<file path="config.mk">
export PLATFORM = sky130hd
export DESIGN_NAME = user_id_bank_flat
export DESIGN_NICKNAME = d
export VERILOG_FILES = /design/src/rtl/user_id_bank_if.sv /design/src/rtl/user_id_bank.sv /design/src/flat_wrapper.sv
export SDC_FILE = /design/constraint.sdc
export NUM_CORES = 1
export LEC_CHECK = 0
export ABC_CLOCK_PERIOD_IN_PS = 11700
export CAP_MARGIN = 20
export CORE_MARGIN = 5
export CORE_UTILIZATION = 30
export CTS_CLUSTER_SIZE = 14
export DETAILED_ROUTE_END_ITERATION = 6
export HOLD_SLACK_MARGIN = 0.06
export PLACE_DENSITY = 0.56
export SKIP_LAST_GASP = 1
export SLEW_MARGIN = 15
export SYNTH_ARGS = -nofsm -noshare
export SYNTH_HDL_FRONTEND = slang
export SYNTH_SLANG_ARGS = --single-unit
</file>
<file path="constraint.sdc">
create_clock -name wb_clk_i -period 11.7 [get_ports wb_clk_i]
set_clock_uncertainty 0.2 [all_clocks]
set_input_delay 3.51 -clock wb_clk_i [delete_from_list [all_inputs] [get_ports wb_clk_i]]
set_output_delay 3.51 -clock wb_clk_i [all_outputs]
set_load 0.02 [all_outputs]
</file>
<file path="src/rtl/user_id_bank_if.sv">
// Read request / response channel of the ID bank.
// The master drives requests; the slave (the bank) returns a registered response.
interface user_id_bank_if #(
   parameter int unsigned WORD_W = 32
);
   logic              rd_valid;
   logic [4:0]        rd_addr;
   logic              rd_ready;
   logic              rsp_valid;
   logic [WORD_W-1:0] rsp_data;
   logic              rsp_err;
   logic              rsp_ready;

   modport master (
      output rd_valid, rd_addr, rsp_ready,
      input  rd_ready, rsp_valid, rsp_data, rsp_err
   );

   modport slave (
      input  rd_valid, rd_addr, rsp_ready,
      output rd_ready, rsp_valid, rsp_data, rsp_err
   );
endinterface

</file>
<file path="src/rtl/user_id_bank.sv">
// Mask-programmed ID bank with lockable per-word overrides, a checksum word,
// a single-entry read response register and an LSB-first serial dump engine.
module user_id_bank #(
   parameter int unsigned                    NUM_WORDS = 4,
   parameter int unsigned                    WORD_W    = 32,
   parameter logic [NUM_WORDS*WORD_W-1:0]    ID_VALUE  = '0
) (
   input  logic              wb_clk_i,
   input  logic              wb_rst_i,
   input  logic              ovr_we,
   input  logic [3:0]        ovr_addr,
   input  logic [WORD_W-1:0] ovr_data,
   input  logic              lock_set,
   user_id_bank_if.slave     rd_if,
   input  logic              dump_start,
   output logic              sdo,
   output logic              sdo_valid,
   output logic              dump_busy,
   output logic              dump_done,
   output logic              locked,
   output logic [WORD_W-1:0] mask_rev
);

   localparam int unsigned TOT_BITS = NUM_WORDS * WORD_W;
   localparam int unsigned CNT_W    = $clog2(TOT_BITS) + 1;

   localparam logic [0:0] IDLE  = 1'b0;
   localparam logic [0:0] SHIFT = 1'b1;

   logic [WORD_W-1:0]   ovr_reg_q [NUM_WORDS];
   logic [WORD_W-1:0]   ovr_reg_d [NUM_WORDS];
   logic [NUM_WORDS-1:0] ovr_set_q, ovr_set_d;
   logic                locked_q, locked_d;

   logic [WORD_W-1:0]   eff [NUM_WORDS];
   logic [WORD_W-1:0]   csum;

   logic                rd_ready;
   logic                rd_accept;
   logic [WORD_W-1:0]   rd_word;
   logic                rd_err;
   logic                rsp_valid_q, rsp_valid_d;
   logic [WORD_W-1:0]   rsp_data_q, rsp_data_d;
   logic                rsp_err_q, rsp_err_d;

   logic [0:0]          state_q, state_d;
   logic [TOT_BITS-1:0] shift_q, shift_d;
   logic [CNT_W-1:0]    cnt_q, cnt_d;
   logic                done_q, done_d;

   always_comb begin
      csum = '0;
      for (int unsigned i = 0; i < NUM_WORDS; i++) begin
         eff[i] = ovr_set_q[i] ? ovr_reg_q[i] : ID_VALUE[i*WORD_W +: WORD_W];
         csum   = csum ^ eff[i];
      end
   end

   // Writes act on locked_q, so a write paired with lock_set still lands.
   always_comb begin
      ovr_reg_d = ovr_reg_q;
      ovr_set_d = ovr_set_q;
      locked_d  = locked_q | lock_set;
      if (ovr_we && !locked_q) begin
         for (int unsigned i = 0; i < NUM_WORDS; i++) begin
            if (ovr_addr == 4'(i)) begin
               ovr_reg_d[i] = ovr_data;
               ovr_set_d[i] = 1'b1;
            end
         end
      end
   end

   assign rd_ready  = !rsp_valid_q || rd_if.rsp_ready;
   assign rd_accept = rd_if.rd_valid && rd_ready;

   always_comb begin
      rd_word = '0;
      rd_err  = 1'b1;
      for (int unsigned i = 0; i < NUM_WORDS; i++) begin
         if (rd_if.rd_addr == 5'(i)) begin
            rd_word = eff[i];
            rd_err  = 1'b0;
         end
      end
      if (rd_if.rd_addr == 5'(NUM_WORDS)) begin
         rd_word = csum;
         rd_err  = 1'b0;
      end
   end

   always_comb begin
      rsp_valid_d = rsp_valid_q;
      rsp_data_d  = rsp_data_q;
      rsp_err_d   = rsp_err_q;
      if (rd_accept) begin
         rsp_valid_d = 1'b1;
         rsp_data_d  = rd_word;
         rsp_err_d   = rd_err;
      end else if (rd_if.rsp_ready) begin
         rsp_valid_d = 1'b0;
      end
   end

   always_comb begin
      state_d = state_q;
      shift_d = shift_q;
      cnt_d   = cnt_q;
      done_d  = 1'b0;
      case (state_q)
         IDLE: begin
            if (dump_start) begin
               state_d = SHIFT;
               cnt_d   = '0;
               for (int unsigned i = 0; i < NUM_WORDS; i++) begin
                  shift_d[i*WORD_W +: WORD_W] = eff[i];
               end
            end
         end
         SHIFT: begin
            shift_d = shift_q >> 1;
            if (cnt_q == CNT_W'(TOT_BITS - 1)) begin
               state_d = IDLE;
               done_d  = 1'b1;
            end else begin
               cnt_d = cnt_q + 1'b1;
            end
         end
         default: state_d = IDLE;
      endcase
   end

   always_ff @(posedge wb_clk_i or posedge wb_rst_i) begin
      if (wb_rst_i) begin
         for (int unsigned i = 0; i < NUM_WORDS; i++) begin
            ovr_reg_q[i] <= '0;
         end
         ovr_set_q   <= '0;
         locked_q    <= 1'b0;
         rsp_valid_q <= 1'b0;
         rsp_data_q  <= '0;
         rsp_err_q   <= 1'b0;
         state_q     <= IDLE;
         shift_q     <= '0;
         cnt_q       <= '0;
         done_q      <= 1'b0;
      end else begin
         ovr_reg_q   <= ovr_reg_d;
         ovr_set_q   <= ovr_set_d;
         locked_q    <= locked_d;
         rsp_valid_q <= rsp_valid_d;
         rsp_data_q  <= rsp_data_d;
         rsp_err_q   <= rsp_err_d;
         state_q     <= state_d;
         shift_q     <= shift_d;
         cnt_q       <= cnt_d;
         done_q      <= done_d;
      end
   end

   assign rd_if.rd_ready  = rd_ready;
   assign rd_if.rsp_valid = rsp_valid_q;
   assign rd_if.rsp_data  = rsp_data_q;
   assign rd_if.rsp_err   = rsp_err_q;

   assign sdo_valid = (state_q == SHIFT);
   assign dump_busy = (state_q == SHIFT);
   assign sdo       = (state_q == SHIFT) & shift_q[0];
   assign dump_done = done_q;
   assign locked    = locked_q;
   assign mask_rev  = eff[0];

endmodule

</file>
<file path="src/flat_wrapper.sv">
// flat-port wrapper written by rule: the top's interface ports become plain ports
module user_id_bank_flat 
#(
   parameter int unsigned                    NUM_WORDS = 4,
   parameter int unsigned                    WORD_W    = 32,
   parameter logic [NUM_WORDS*WORD_W-1:0]    ID_VALUE  = '0
)
  (wb_clk_i, wb_rst_i, ovr_we, ovr_addr, ovr_data, lock_set, dump_start, sdo, sdo_valid, dump_busy, dump_done, locked, mask_rev, rd_if_rd_valid, rd_if_rd_addr, rd_if_rsp_ready, rd_if_rd_ready, rd_if_rsp_valid, rd_if_rsp_data, rd_if_rsp_err);
  user_id_bank_if #(.WORD_W(WORD_W)) rd_if_i ();
  input  logic wb_clk_i;
  input  logic wb_rst_i;
  input  logic ovr_we;
  input  logic [3:0] ovr_addr;
  input  logic [WORD_W-1:0] ovr_data;
  input  logic lock_set;
  input  logic dump_start;
  output logic sdo;
  output logic sdo_valid;
  output logic dump_busy;
  output logic dump_done;
  output logic locked;
  output logic [WORD_W-1:0] mask_rev;
  input wire logic [$bits(rd_if_i.rd_valid)-1:0] rd_if_rd_valid;
  input wire logic [$bits(rd_if_i.rd_addr)-1:0] rd_if_rd_addr;
  input wire logic [$bits(rd_if_i.rsp_ready)-1:0] rd_if_rsp_ready;
  output wire logic [$bits(rd_if_i.rd_ready)-1:0] rd_if_rd_ready;
  output wire logic [$bits(rd_if_i.rsp_valid)-1:0] rd_if_rsp_valid;
  output wire logic [$bits(rd_if_i.rsp_data)-1:0] rd_if_rsp_data;
  output wire logic [$bits(rd_if_i.rsp_err)-1:0] rd_if_rsp_err;
  assign rd_if_i.rd_valid = rd_if_rd_valid;
  assign rd_if_i.rd_addr = rd_if_rd_addr;
  assign rd_if_i.rsp_ready = rd_if_rsp_ready;
  assign rd_if_rd_ready = rd_if_i.rd_ready;
  assign rd_if_rsp_valid = rd_if_i.rsp_valid;
  assign rd_if_rsp_data = rd_if_i.rsp_data;
  assign rd_if_rsp_err = rd_if_i.rsp_err;
  user_id_bank #(.NUM_WORDS(NUM_WORDS), .WORD_W(WORD_W), .ID_VALUE(ID_VALUE)) u_core (.wb_clk_i(wb_clk_i), .wb_rst_i(wb_rst_i), .ovr_we(ovr_we), .ovr_addr(ovr_addr), .ovr_data(ovr_data), .lock_set(lock_set), .rd_if(rd_if_i), .dump_start(dump_start), .sdo(sdo), .sdo_valid(sdo_valid), .dump_busy(dump_busy), .dump_done(dump_done), .locked(locked), .mask_rev(mask_rev));
endmodule
</file>
Word-level counts from Yosys, hierarchy flattened
Index checks and enable logic that the tools add are counted.
{ "op_classes": {"div": 0, "order_cmp": 0, "multipliers": 0, "bitwise_logic": 6, "n_shift": 0, "mux": 26, "add_sub_neg": 1, "n_eq_ne": 10, "reduce_logical": 13} }
{ "op_table": {"columns": ["operator", "count"], "rows": [
  ["$mux 32", 9],
  ["$pmux 128 s2", 1],
  ["$mux 128", 1],
  ["$xor 32x32->32", 3],
  ["$mux 8", 2],
  ["$pmux 8 s2", 1],
  ["$mux 1", 11],
  ["$eq 5x2->1 const B", 2],
  ["$reduce_and 2->1", 5],
  ["$add 8x1->8 const B", 1],
  ["$eq 4x2->1 const B", 2],
  ["$eq 8x7->1 const B", 1],
  ["$eq 5x1->1 const B", 1],
  ["$eq 5x3->1 const B", 1],
  ["$logic_not 5->1", 1],
  ["$eq 4x1->1 const B", 1],
  ["$logic_not 4->1", 1],
  ["$ne 2x2->1 const B", 2],
  ["$logic_and 1x1->1", 2],
  ["$logic_not 1->1", 2],
  ["$pmux 1 s2", 1],
  ["$reduce_bool 2->1", 1],
  ["$and 1x1->1", 1],
  ["$logic_or 1x1->1", 1],
  ["other kinds (2)", 2]
]} }
{ "totals": {"mem_count": 0, "ram_bits": 0, "romBits": 0, "latch_bits": 0, "reg_bits": 305} }

Longest topological paths before layout
Gate-level depths: netlist (run 1).
{ "depth": {"ltp_word": 6, "depth_mapped": 7, "depth_no_buf": 5} }

Worst setup path before layout (run 1)
Ideal clock, no wire load.
{ "synth_timing": {"kind": "input-to-output", "start": "in rd_if_rsp_ready", "end": "out rd_if_rd_ready", "cell_stages": 1, "t_required_ns": 7.990, "n_path_buf": 0, "path_slack_ns": 4.191, "arrival_time_ns": 3.799, "cell_sequence": "nand2b_1"} }
{ "synth_between": {"elab_chain_cells": 1} }
{ "synth_lines": {"columns": ["item", "line_no", "text"], "rows": [
  ["from (decl)", "flat_wrapper.sv:25", "input wire logic [$bits(rd_if_i.rsp_ready)-1:0] rd_if_rsp_ready;"],
  ["$logic_or 1x1->1", "user_id_bank.sv:74", "assign rd_ready = !rsp_valid_q || rd_if.rsp_ready;"],
  ["to (decl)", "flat_wrapper.sv:26", "output wire logic [$bits(rd_if_i.rd_ready)-1:0] rd_if_rd_ready;"]
]} }
No other way between the ends.

Final worst setup path (run 1)
Same ends and word-level chain as after synthesis.

==> key figures, run 1 <==
STA
  – Final slew viol count: 0
  – Hold_ws: 267.8 ps
  – Fmax: about 120 MHz
  – Final setup violation count: 0
  – RSZ-0062 raised after global routing: no
  – Final period util: between 70% and 80%
  – Setup TNS: 0 ps
  – Fin. Hold Viols: 0
  – Rel. slew slack: a little under a third
  – Least-Margin Pin Slew: just over 1000 ps
  – Tmin final: around 8600 ps

Clocking
  – Post-CTS Hold Buffers: 0
  – CTS tree: done
  – CTS-repair resized insts: 0
  – H-tree level count: 2
  – Post-CTS Setup Inserts: 0
  – TritonCTS Buffers: 37
  – Bufs on Longest Clock Path: 3
  – Root Driver: clkbuf_16
  – Clock sink count: a little over 300
  – Clock latency on the worst-skew pair: around 540 ps
  – Worst-path clk slew: 60 ps

Synth
  – FFs w/ async S/R, synth: 100.0%
  – Sequential area share after synthesis: about 48%
  – Gate Count Post-Synth: ~1.6k
  – Post-Syn Area per Cell: approximately 10 µm²
  – Distinct cells, synth: 45
  – Register bit total from synthesis: approximately 300
  – Ys flop type: dfrtp_1
  – Syn Std Cell Area: 0.01584 mm²
  – Synthesis warning total: 0
  – Post-synth EDFFs: 0
  – Post-synth net total: about 1.7k

Pwr
  – Internal Power: 1.932 mW
  – Power per Cell Area: between 100 and 150 mW/mm²
  – Comb pwr share: between 10% and 20%
  – Reg power frac: roughly 46%
  – Switching Share: approximately 26%
  – Worst VDD drop: 0.08862 mV
  – Leak: 7.800 nW
  – Reported net switching power: between 0.6 and 0.7 mW
  – Clock power frac: a little over two fifths

Detailed routing
  – Via count: ~12k
  – Total Wirelength: 43.13 mm
  – Avg WL per Cell: roughly 18 µm
  – DR DRC count: 0
  – Average vias per placed instance: around 5.0
  – Routed Antenna Nets: 0
  – Drt pass-1 iters: 7
  – Iteration-0 DRC Markers: 772

Layout
  – Ant diodes: 0
  – Fraction of layout cells with a size suffix above 1: 14.47%
  – Nets: approximately 1.7k
  – Layout area overhead: 17.82%
  – FILL cells: around 5.2k

Placed design
  – HPWL after DPL: about 25 mm
  – GPL Wtd Cong: ~0.75
  – Input/output buffers: roughly 120

Global route
  – Total GRT Usage: between 10 and 15%
  – Antenna violations before repair: 0
  – Largest net degree at the start of global routing: 200
  – Vias in the first global route: approximately 12k
  – Grt ovf: 0
  – First-pass GRT wire length: ~70 mm

Critical path
  – Worst reg2reg setup slack: ~8700 ps
  – Critical Path AT: between 4000 and 5000 ps
  – Worst-path fanout max: 4
  – Crit path kind: in -> out
  – CP Launch Type: input port
  – Critical Path RT: between 7000 and 8000 ps
  – Worst Setup End Kind: primary output

Hold path
  – Hold Path Class: reg -> reg

Floorplan
  – Cell row count: between 80 and 90
  – Initial Utilization: a little under a third
  – Core area: about 0.052 mm²
  – Die W: between 200 and 250 µm
  – Die Area: 0.05750 mm²
  – Io pins: 120
  – Height of the die: 239.8 µm

Run status
  – Outcome: complete, no violations

Job
  – Max_cap viols: 0
## per-stage QoR
step	utilization, %	instance area, µm²	total power, mW	setup slack, ps	cells
2_1_floorplan	-	15840	1.365	3933	1627
3_3_place_gp	33.26	17450	1.474	3169	2315
3_5_place_dp	33.26	17450	1.482	3146	2315
4_1_cts	35.59	18660	2.651	3140	2381
5_1_grt	35.59	18660	2.733	3111	2381
6_report	35.59	18660	2.608	3148	2381
## cell type report
type	count	area, µm²	share of cell area [%]
tap	688	860.8	4.612
sequential	305	7645	40.96
multi-input combinational	1151	7446	39.90
timing repair buffer	137	1363	7.301
clock inverter	11	91.34	0.4894
inverter	34	131.4	0.7039
clock buffer	55	1126	6.034
## power by group through the flow
stage	registers (mW)	logic, mW	clock network, mW
after floorplan	1.20	0.164	0
after global placement	1.20	0.269	0
after detailed placement	1.21	0.277	0
after CTS	1.19	0.277	1.19
after global routing	1.20	0.307	1.22
final	1.19	0.272	1.15
## per-layer routing
| layer | vias up | wire length [µm] | track usage (%) |
|---|---|---|---|
| met5 | - | 0 | 0 |
| met4 | 0 | 735 | 3.285 |
| met3 | 50 | 2076 | 2.994 |
| met2 | 266 | 19710 | 23.47 |
| met1 | 5993 | 20610 | 21.36 |
| li1 | 5705 | - | - |
## cell families (layout without fill, tap and decap cells)
kind of cell / count (synthesis) / count (layout) / share of synthesized area, %
buf+inv: 171 / 237 / 4.866
flops: 305 / 305 / 48.18
compound gates: 367 / 367 / 14.21
fa+ha+maj: 1 / 1 / 0.07898
mux: 163 / 163 / 11.32
simple gates: 522 / 522 / 15.92
xor+xnor: 98 / 98 / 5.419
## flip-flops by register name (all words and copies together), names as in the netlist
name and cells:
u_core.dump_done 1, u_core.cnt_q 8, u_core.rd_if.rsp_valid 1, u_core.ovr_reg_q 128, u_core.dump_busy 1, u_core.rd_if.rsp_data 32
u_core.shift_q 128, u_core.rd_if.rsp_err 1, u_core.ovr_set_q 4, u_core.locked 1
## path summary, 6_finish.rpt
check | start | depth (start not counted) | end
worst max-delay path | rd_if_rsp_ready | 3 | rd_if_rd_ready
worst min-delay path | u_core.shift_q[66]$_DFFE_PP0P_ | 2 | u_core.shift_q[65]$_DFFE_PP0P_
worst max register to register | u_core.dump_busy$_DFF_PP0_ | 5 | u_core.cnt_q[6]$_DFFE_PP0P_
worst min register to register | u_core.shift_q[66]$_DFFE_PP0P_ | 2 | u_core.shift_q[65]$_DFFE_PP0P_
max in group asynchronous | wb_rst_i | 4 | u_core.ovr_reg_q[108]$_DFFE_PP0P_
min in group asynchronous | wb_rst_i | 3 | u_core.cnt_q[6]$_DFFE_PP0P_
## worst max-delay path, stage by stage
cell and delay [ps]:
clkdlybuf4s50_1 460, nand2b_1 220, clkdlybuf4s50_1 650
## cell usage after synthesis (2+ instances only)
cell / count / area, µm²
dfrtp_1: 305 / 7632
nand2_1: 259 / 972.2
o21ai_0: 164 / 820.8
mux2_2: 129 / 1453
nor2b_1: 96 / 600.6
a31oi_1: 95 / 594.3
clkbuf_1: 93 / 349.1
nand3_1: 65 / 325.3
xnor2_1: 64 / 560.5
a211oi_1: 44 / 330.3
a21oi_1: 38 / 190.2
nor2_1: 38 / 142.6
mux2i_1: 34 / 340.3
xor2_1: 34 / 297.8
inv_1: 33 / 123.9
nand3b_1: 32 / 240.2
a211oi_2: 20 / 250.2
buf_2: 19 / 95.09
buf_6: 12 / 135.1
buf_1: 9 / 33.78
nand2b_1: 7 / 43.79
buf_4: 4 / 30.03
or4b_1: 3 / 30.03
and2_1: 2 / 12.51
and3_1: 2 / 12.51
nand2_2: 2 / 12.51
nor4_1: 2 / 12.51
o31ai_1: 2 / 15.01
or2_2: 2 / 12.51
or3_1: 2 / 12.51
or4_1: 2 / 15.01
## layout by cell type, fill, tap and decap left out, types with 38 or more instances in the layout
| cell | synthesis | layout |
|---|---|---|
| a21oi_1 | 38 | 38 |
| dfrtp_1 | 305 | 301 |
| a31oi_1 | 95 | 95 |
| xnor2_1 | 64 | 64 |
| nand2_1 | 259 | 259 |
| nor2b_1 | 96 | 96 |
| clkbuf_16 | 0 | 39 |
| clkdlybuf4s50_1 | 0 | 117 |
| nand3_1 | 65 | 65 |
| o21ai_0 | 164 | 164 |
| mux2_2 | 129 | 129 |
| nor2_1 | 38 | 38 |
| a211oi_1 | 44 | 44 |
No activity file was read; power rests on OpenSTA's default activity.
==> run 2, diff against run 1 <==
- ABC_CLOCK_PERIOD_IN_PS: 11700 -> 7450
- clock period: 11.7 -> 7.45 ns (I/O delays scaled with it)
==> run 2 against run 1 <==
Compared with the run above: sequential share of layout area is 0.31 points lower; core utilization is 0.27 points higher; power is 63% higher; die area stayed put; combinational power is 60% higher; sequential cell count stayed put; cell area is 0.76% higher; via count is 0.93% higher; setup slack worse by 1700 ps; global-route usage is 0.48 points higher; clock-buffer cell count is 5 lower; sequential power is 56% higher; largest cell class unchanged.
==> key figures, run 2 (synthesis gave the netlist of run 1 again) <==
Clocking
  – Root Driver: clkbuf_16
  – H-tree level count: 2 (unchanged)
  – TritonCTS Buffers: 37 (unchanged)
  – Clock latency on the worst-skew pair: 550 ps (about the same)
  – CTS-repair resized insts: 0 (unchanged)
  – Clock sink count: 305 (unchanged)
  – Bufs on Longest Clock Path: 3 (unchanged)
  – Post-CTS Setup Inserts: 0 (unchanged)
  – CTS tree: done
  – Worst-path clk slew: 60 ps (about the same)
  – Post-CTS Hold Buffers: 0 (unchanged)

Placed design
  – Placed cell area: 0.01746 mm² (about the same)
  – HPWL after DPL: 25.70 mm (+3.1%)
  – GPL Wtd Cong: 0.7565 (+0.64%)
  – Pre-CTS setup slack: 1446 ps (-1700 ps)
  – Inst Count DP: 2318 (+0.13%)
  – Input/output buffers: 119 (unchanged)

Global route
  – GRT Max-Usage Layer: met2
  – M2 GR Usage: 24.46% (+0.99 points)
  – Grt met3 use: 2.809% (-0.18 points)
  – Grt ovf: 0 (unchanged)
  – Antenna violations before repair: 0 (unchanged)
  – First-pass GRT wire length: 71.26 mm (+2.5%)
  – Vias in the first global route: 12.39k (+1.9%)
  – GRT met1 Usage: 21.61% (+0.25 points)
  – Largest net degree at the start of global routing: 166 (-17%)
  – Total GRT Usage: 15.39% (+0.48 points)

Critical path
  – CP Launch Type: input port
  – FF-to-FF path depth: 6 (+1)
  – Worst-path fanout max: 4 (unchanged)
  – Worst R2R Start: u_core.rd_if.rsp_valid$_DFFE_PP0P_
  – Critical Path RT: 5020 ps (-2970 ps)
  – R2R Path End: u_core.rd_if.rsp_data[0]$_DFFE_PP0P_
  – Worst reg2reg setup slack: 4550 ps (-4180 ps)
  – Critical Path AT: 3560 ps (-1280 ps)
  – Crit path kind: in -> out
  – Worst Setup End Kind: primary output

Layout
  – Non-Filler Instances: 2385 (+0.17%)
  – Most frequent cells in the layout: dfrtp_1 (301), nand2_1 (259), o21ai_0 (164)
  – Ant diodes: 0 (unchanged)
  – Fraction of layout cells with a size suffix above 1: 14.79% (+0.32 points)
  – Design Area, Final: 0.01881 mm² (+0.76%)
  – Most common cell after layout, fill and taps aside: dfrtp_1
  – Nets: 1719 (+0.23%)
  – Core Util, Final: 35.86% (+0.27 points)
  – Layout area overhead: 18.72%

Hold path
  – WHS Path Cells: 2 (unchanged)
  – Worst hold path endpoint: u_core.shift_q[125]$_DFFE_PP0P_
  – Min-delay src: u_core.shift_q[126]$_DFFE_PP0P_
  – Hold Path Class: reg -> reg

STA
  – Rel. slew slack: 35.05% (+4.0 points)
  – Slack of the critical path: 1457 ps (-1691 ps)
  – Fin. Hold Viols: 0 (unchanged)
  – Tmin final: around 6000 ps
  – Final period util: 80.44%
  – Final slew viol count: 0 (unchanged)
  – Hold_ws: 258.9 ps (-8.903 ps)
  – Fmax: about 170 MHz
  – Final setup violation count: 0 (unchanged)
  – Least-Margin Pin Slew: 974.2 ps (-59.62 ps)
  – RSZ-0062 raised after global routing: no
  – Setup TNS: 0 ps (unchanged)

Detailed routing
  – DR DRC count: 0 (unchanged)
  – Total Wirelength: 44.35 mm (+2.8%)
  – Drt pass-1 iters: 5 (-2)
  – Via count: 12.13k (+0.93%)
  – Average vias per placed instance: 5.084 (+0.76%)
  – Iteration-0 DRC Markers: 862 (+12%)
  – Routed Antenna Nets: 0 (unchanged)
  – Avg WL per Cell: 18.60 µm (+2.7%)

Floorplan
  – Initial Utilization: 30.20% (unchanged)
  – Io pins: 120 (unchanged)
  – Height of the die: 239.8 µm (unchanged)
  – Core area: 0.05245 mm² (unchanged)
  – Die W: 239.8 µm (unchanged)
  – Cell row count: 84 (unchanged)
  – Die Area: 0.05750 mm² (unchanged)

Pwr
  – Worst VDD drop: 0.1241 mV (+40%)
  – Power Total: 4.250 mW (+63%)
  – Leak: 7.851 nW (+0.65%)
  – Power per Cell Area: 226.0 mW/mm² (+62%)

Run status
  – Outcome: complete, no violations

Job
  – Max_cap viols: 0 (unchanged)
[run 2: critical path: stages]
cell             delay [ps]
clkdlybuf4s50_1         460
nand2b_1                220
clkdlybuf4s50_1         650
[run 2: power breakdown]
group / internal [mW] / total (mW) / switching, mW
clock: 1.22 / 1.95 / 0.736
sequential: 1.77 / 1.86 / 0.0909
combinational: 0.181 / 0.436 / 0.255
[run 2: cell type report]
| class | count | area (µm²) |
|---|---|---|
| fillers | 5207 | 33640 |
| inverters | 34 | 131.4 |
| multi-input cells | 1151 | 7446 |
| well taps | 688 | 860.8 |
| clock buffers | 50 | 1066 |
| flip-flops and latches | 305 | 7645 |
| repair buffers | 141 | 1400 |
| clock inverters | 16 | 256.5 |
[run 2: per-layer routing]
layer  up-vias  part of all wire, %
met2       308                   45
met4         0                  2.2
met3        69                  5.2
met1      6030                   47
li1       5719                    -
met5         -                    0
[run 2: worst max-delay path by stage]
stage	cells past startpoint	slack, ps	from	end
4_1_cts	3	1440	rd_if_rsp_ready	rd_if_rd_ready
6_report	3	1460	rd_if_rsp_ready	rd_if_rd_ready
2_1_floorplan	1	960	wb_rst_i	u_core.cnt_q[0]$_DFFE_PP0P_
3_5_place_dp	3	1450	rd_if_rsp_ready	rd_if_rd_ready
5_1_grt	3	1430	rd_if_rsp_ready	rd_if_rd_ready
3_3_place_gp	3	1470	rd_if_rsp_ready	rd_if_rd_ready
==> run 3, diff against run 2 <==
- ABC_CLOCK_PERIOD_IN_PS: 7450 -> 6300
- PLACE_DENSITY: 0.56 -> 0.55
- clock period: 7.45 -> 6.3 ns (I/O delays scaled with it)
==> run 3 against run 2 <==
Compared with the run above: clock-buffer cell count grew 2; cell count unchanged; hold slack improved by 13 ps; via count fell by 0.34%; sequential power increased by 19%; critical path type unchanged; critical endpoint unchanged.
==> key figures, run 3 (synthesis gave the netlist of run 1 again) <==
Clocking
  – Worst-path clk slew: 50 ps (about the same)
  – CTS tree: done
  – TritonCTS Buffers: 38 (+2.7%)
  – Post-CTS Hold Buffers: 0 (unchanged)
  – Bufs on Longest Clock Path: 3 (unchanged)
  – Clock sink count: 305 (unchanged)
  – H-tree level count: 2 (unchanged)
  – Root Driver: clkbuf_16
  – Clock latency on the worst-skew pair: 550 ps (about the same)
  – Post-CTS Setup Inserts: 0 (unchanged)
  – CTS-repair resized insts: 0 (unchanged)

Placed design
  – Pre-CTS setup slack: 1010 ps (-436.5 ps)
  – Placed cell area: 0.01746 mm² (unchanged)
  – Inst Count DP: 2316 (-0.086%)
  – Input/output buffers: 119 (unchanged)
  – GPL Wtd Cong: 0.7531 (-0.45%)
  – HPWL after DPL: 25.04 mm (-2.6%)

Critical path
  – CP Cell Sequence: clkdlybuf4s50_1 > nand2b_1 > clkdlybuf4s50_1
  – Family with the most delay on the worst path: buffers and inverters
  – CP bufs+invs: 2 (unchanged)
  – Most used cell, CP: clkdlybuf4s50_1
  – Critical Path AT: 3200 ps (-360 ps)
  – Worst-path fanout max: 4 (unchanged)
  – Crit path kind: in -> out
  – Highest-delay cell along the critical path: clkdlybuf4s50_1
  – Worst Setup End Kind: primary output
  – CP max stage delay: 640 ps (about the same)
  – CP Launch Type: input port
  – Critical Path RT: 4210 ps (-810 ps)

Layout
  – Fraction of layout cells with a size suffix above 1: 14.67% (-0.12 points)
  – Ant diodes: 0 (unchanged)
  – Design Area, Final: 0.01884 mm² (+0.17%)
  – Core Util, Final: 35.92% (+0.060 points)
  – FILL cells: 5250 (+0.83%)
  – Multi-input logic area: 0.007446 mm² (unchanged)
  – Most frequent cells in the layout: dfrtp_1 (301), nand2_1 (259), o21ai_0 (164)
  – Most common cell after layout, fill and taps aside: dfrtp_1
  – Nets: 1719 (unchanged)
  – Non-Filler Instances: 2385 (unchanged)
  – Layout area overhead: 18.92%
  – Register area: 0.007647 mm² (about the same)

Hold path
  – Hold Path Class: reg -> reg

Floorplan
  – Cell row count: 84 (unchanged)
  – Die Area: 0.05750 mm² (unchanged)
  – Height of the die: 239.8 µm (unchanged)
  – Initial Utilization: 30.20% (unchanged)
  – Io pins: 120 (unchanged)
  – Core area: 0.05245 mm² (unchanged)
  – Die W: 239.8 µm (unchanged)

Detailed routing
  – Avg WL per Cell: 18.13 µm (-2.5%)
  – Routed Antenna Nets: 0 (unchanged)
  – Drt pass-1 iters: 7 (+2)
  – Average vias per placed instance: 5.067 (-0.34%)
  – Via count: 12.09k (-0.34%)
  – DR DRC count: 0 (unchanged)
  – Total Wirelength: 43.25 mm (-2.5%)
  – Iteration-0 DRC Markers: 802 (-7.0%)

Global route
  – Antenna violations before repair: 0 (unchanged)
  – First-pass GRT wire length: 70.16 mm (-1.5%)
  – GRT Max-Usage Layer: met2
  – Grt ovf: 0 (unchanged)
  – Vias in the first global route: 12.23k (-1.3%)
  – Grt met3 use: 2.648% (-0.16 points)
  – M2 GR Usage: 23.88% (-0.58 points)
  – Total GRT Usage: 15.10% (-0.29 points)
  – Largest net degree at the start of global routing: 178 (+7.2%)
  – GRT met1 Usage: 21.39% (-0.22 points)

STA
  – RSZ-0062 raised after global routing: no
  – Least-Margin Pin Slew: 1010 ps (+35.84 ps)
  – Fmax: approximately 190 MHz
  – Slack of the critical path: 1013 ps (-444.2 ps)
  – Rel. slew slack: 32.66% (-2.4 points)
  – Fin. Hold Viols: 0 (unchanged)
  – Hold_ws: 271.5 ps (+12.60 ps)
  – Tmin final: about 5300 ps
  – Final slew viol count: 0 (unchanged)
  – Final period util: a little over four fifths
  – Final setup violation count: 0 (unchanged)
  – Setup TNS: 0 ps (unchanged)

Pwr
  – Worst VDD drop: 0.1506 mV (+21%)
  – Power per Cell Area: 267.0 mW/mm² (+18%)
  – Power Total: 5.029 mW (+18%)
  – Leak: 7.870 nW (+0.25%)

Job
  – Max_cap viols: 0 (unchanged)

Run status
  – Outcome: complete, no violations
## run 3: changes by cell type in the layout (fill, tap and decap cells not counted), moves of 2 or more
cell and delta:
clkinv_2 +2, clkinvlp_4 -2, buf_4 -4, clkbuf_1 +2
## run 3: cell type report
type,count,area share (%)
inverter,34,0.6974
clock buffer,52,5.759
timing repair buffer,140,7.586
sequential,305,40.60
clock inverter,15,1.262
multi-input combinational,1151,39.53
tap,688,4.570
## run 3: worst register-to-register path: cells and delay by family (launching register included)
| kind | cells | cell delay (ps) |
|---|---|---|
| AO/OA/AOI/OAI | 1 | 150 |
| flip-flops | 1 | 950 |
| AND/OR/NAND/NOR | 3 | 1080 |
## run 3: where the power goes
part	switching (mW)	total, mW	internal, mW
Sequential	0.113	2.21	2.10
Clock	0.859	2.31	1.45
Combinational	0.293	0.509	0.216
## run 3: final timing paths
check	startpoint	endpoint	slack, ps	cells after the start
min reg2reg	u_core.shift_q[61]$_DFFE_PP0P_	u_core.shift_q[60]$_DFFE_PP0P_	270	2
min	u_core.shift_q[61]$_DFFE_PP0P_	u_core.shift_q[60]$_DFFE_PP0P_	270	2
max reg2reg	u_core.dump_busy$_DFF_PP0_	u_core.cnt_q[6]$_DFFE_PP0P_	3850	4
max	rd_if_rsp_ready	rd_if_rd_ready	1010	3
max in group asynchronous	wb_rst_i	u_core.ovr_set_q[2]$_DFFE_PP0P_	3300	4
min in group asynchronous	wb_rst_i	u_core.shift_q[92]$_DFFE_PP0P_	1630	3
## run 3: layer usage
layer / share of wire [%] / wire length, µm / up-vias
li1: - / - / 5724
met4: 2.2 / 972 / 0
met5: 0 / 0 / -
met3: 4.9 / 2102 / 60
met1: 47 / 20510 / 6043
met2: 45 / 19660 / 258
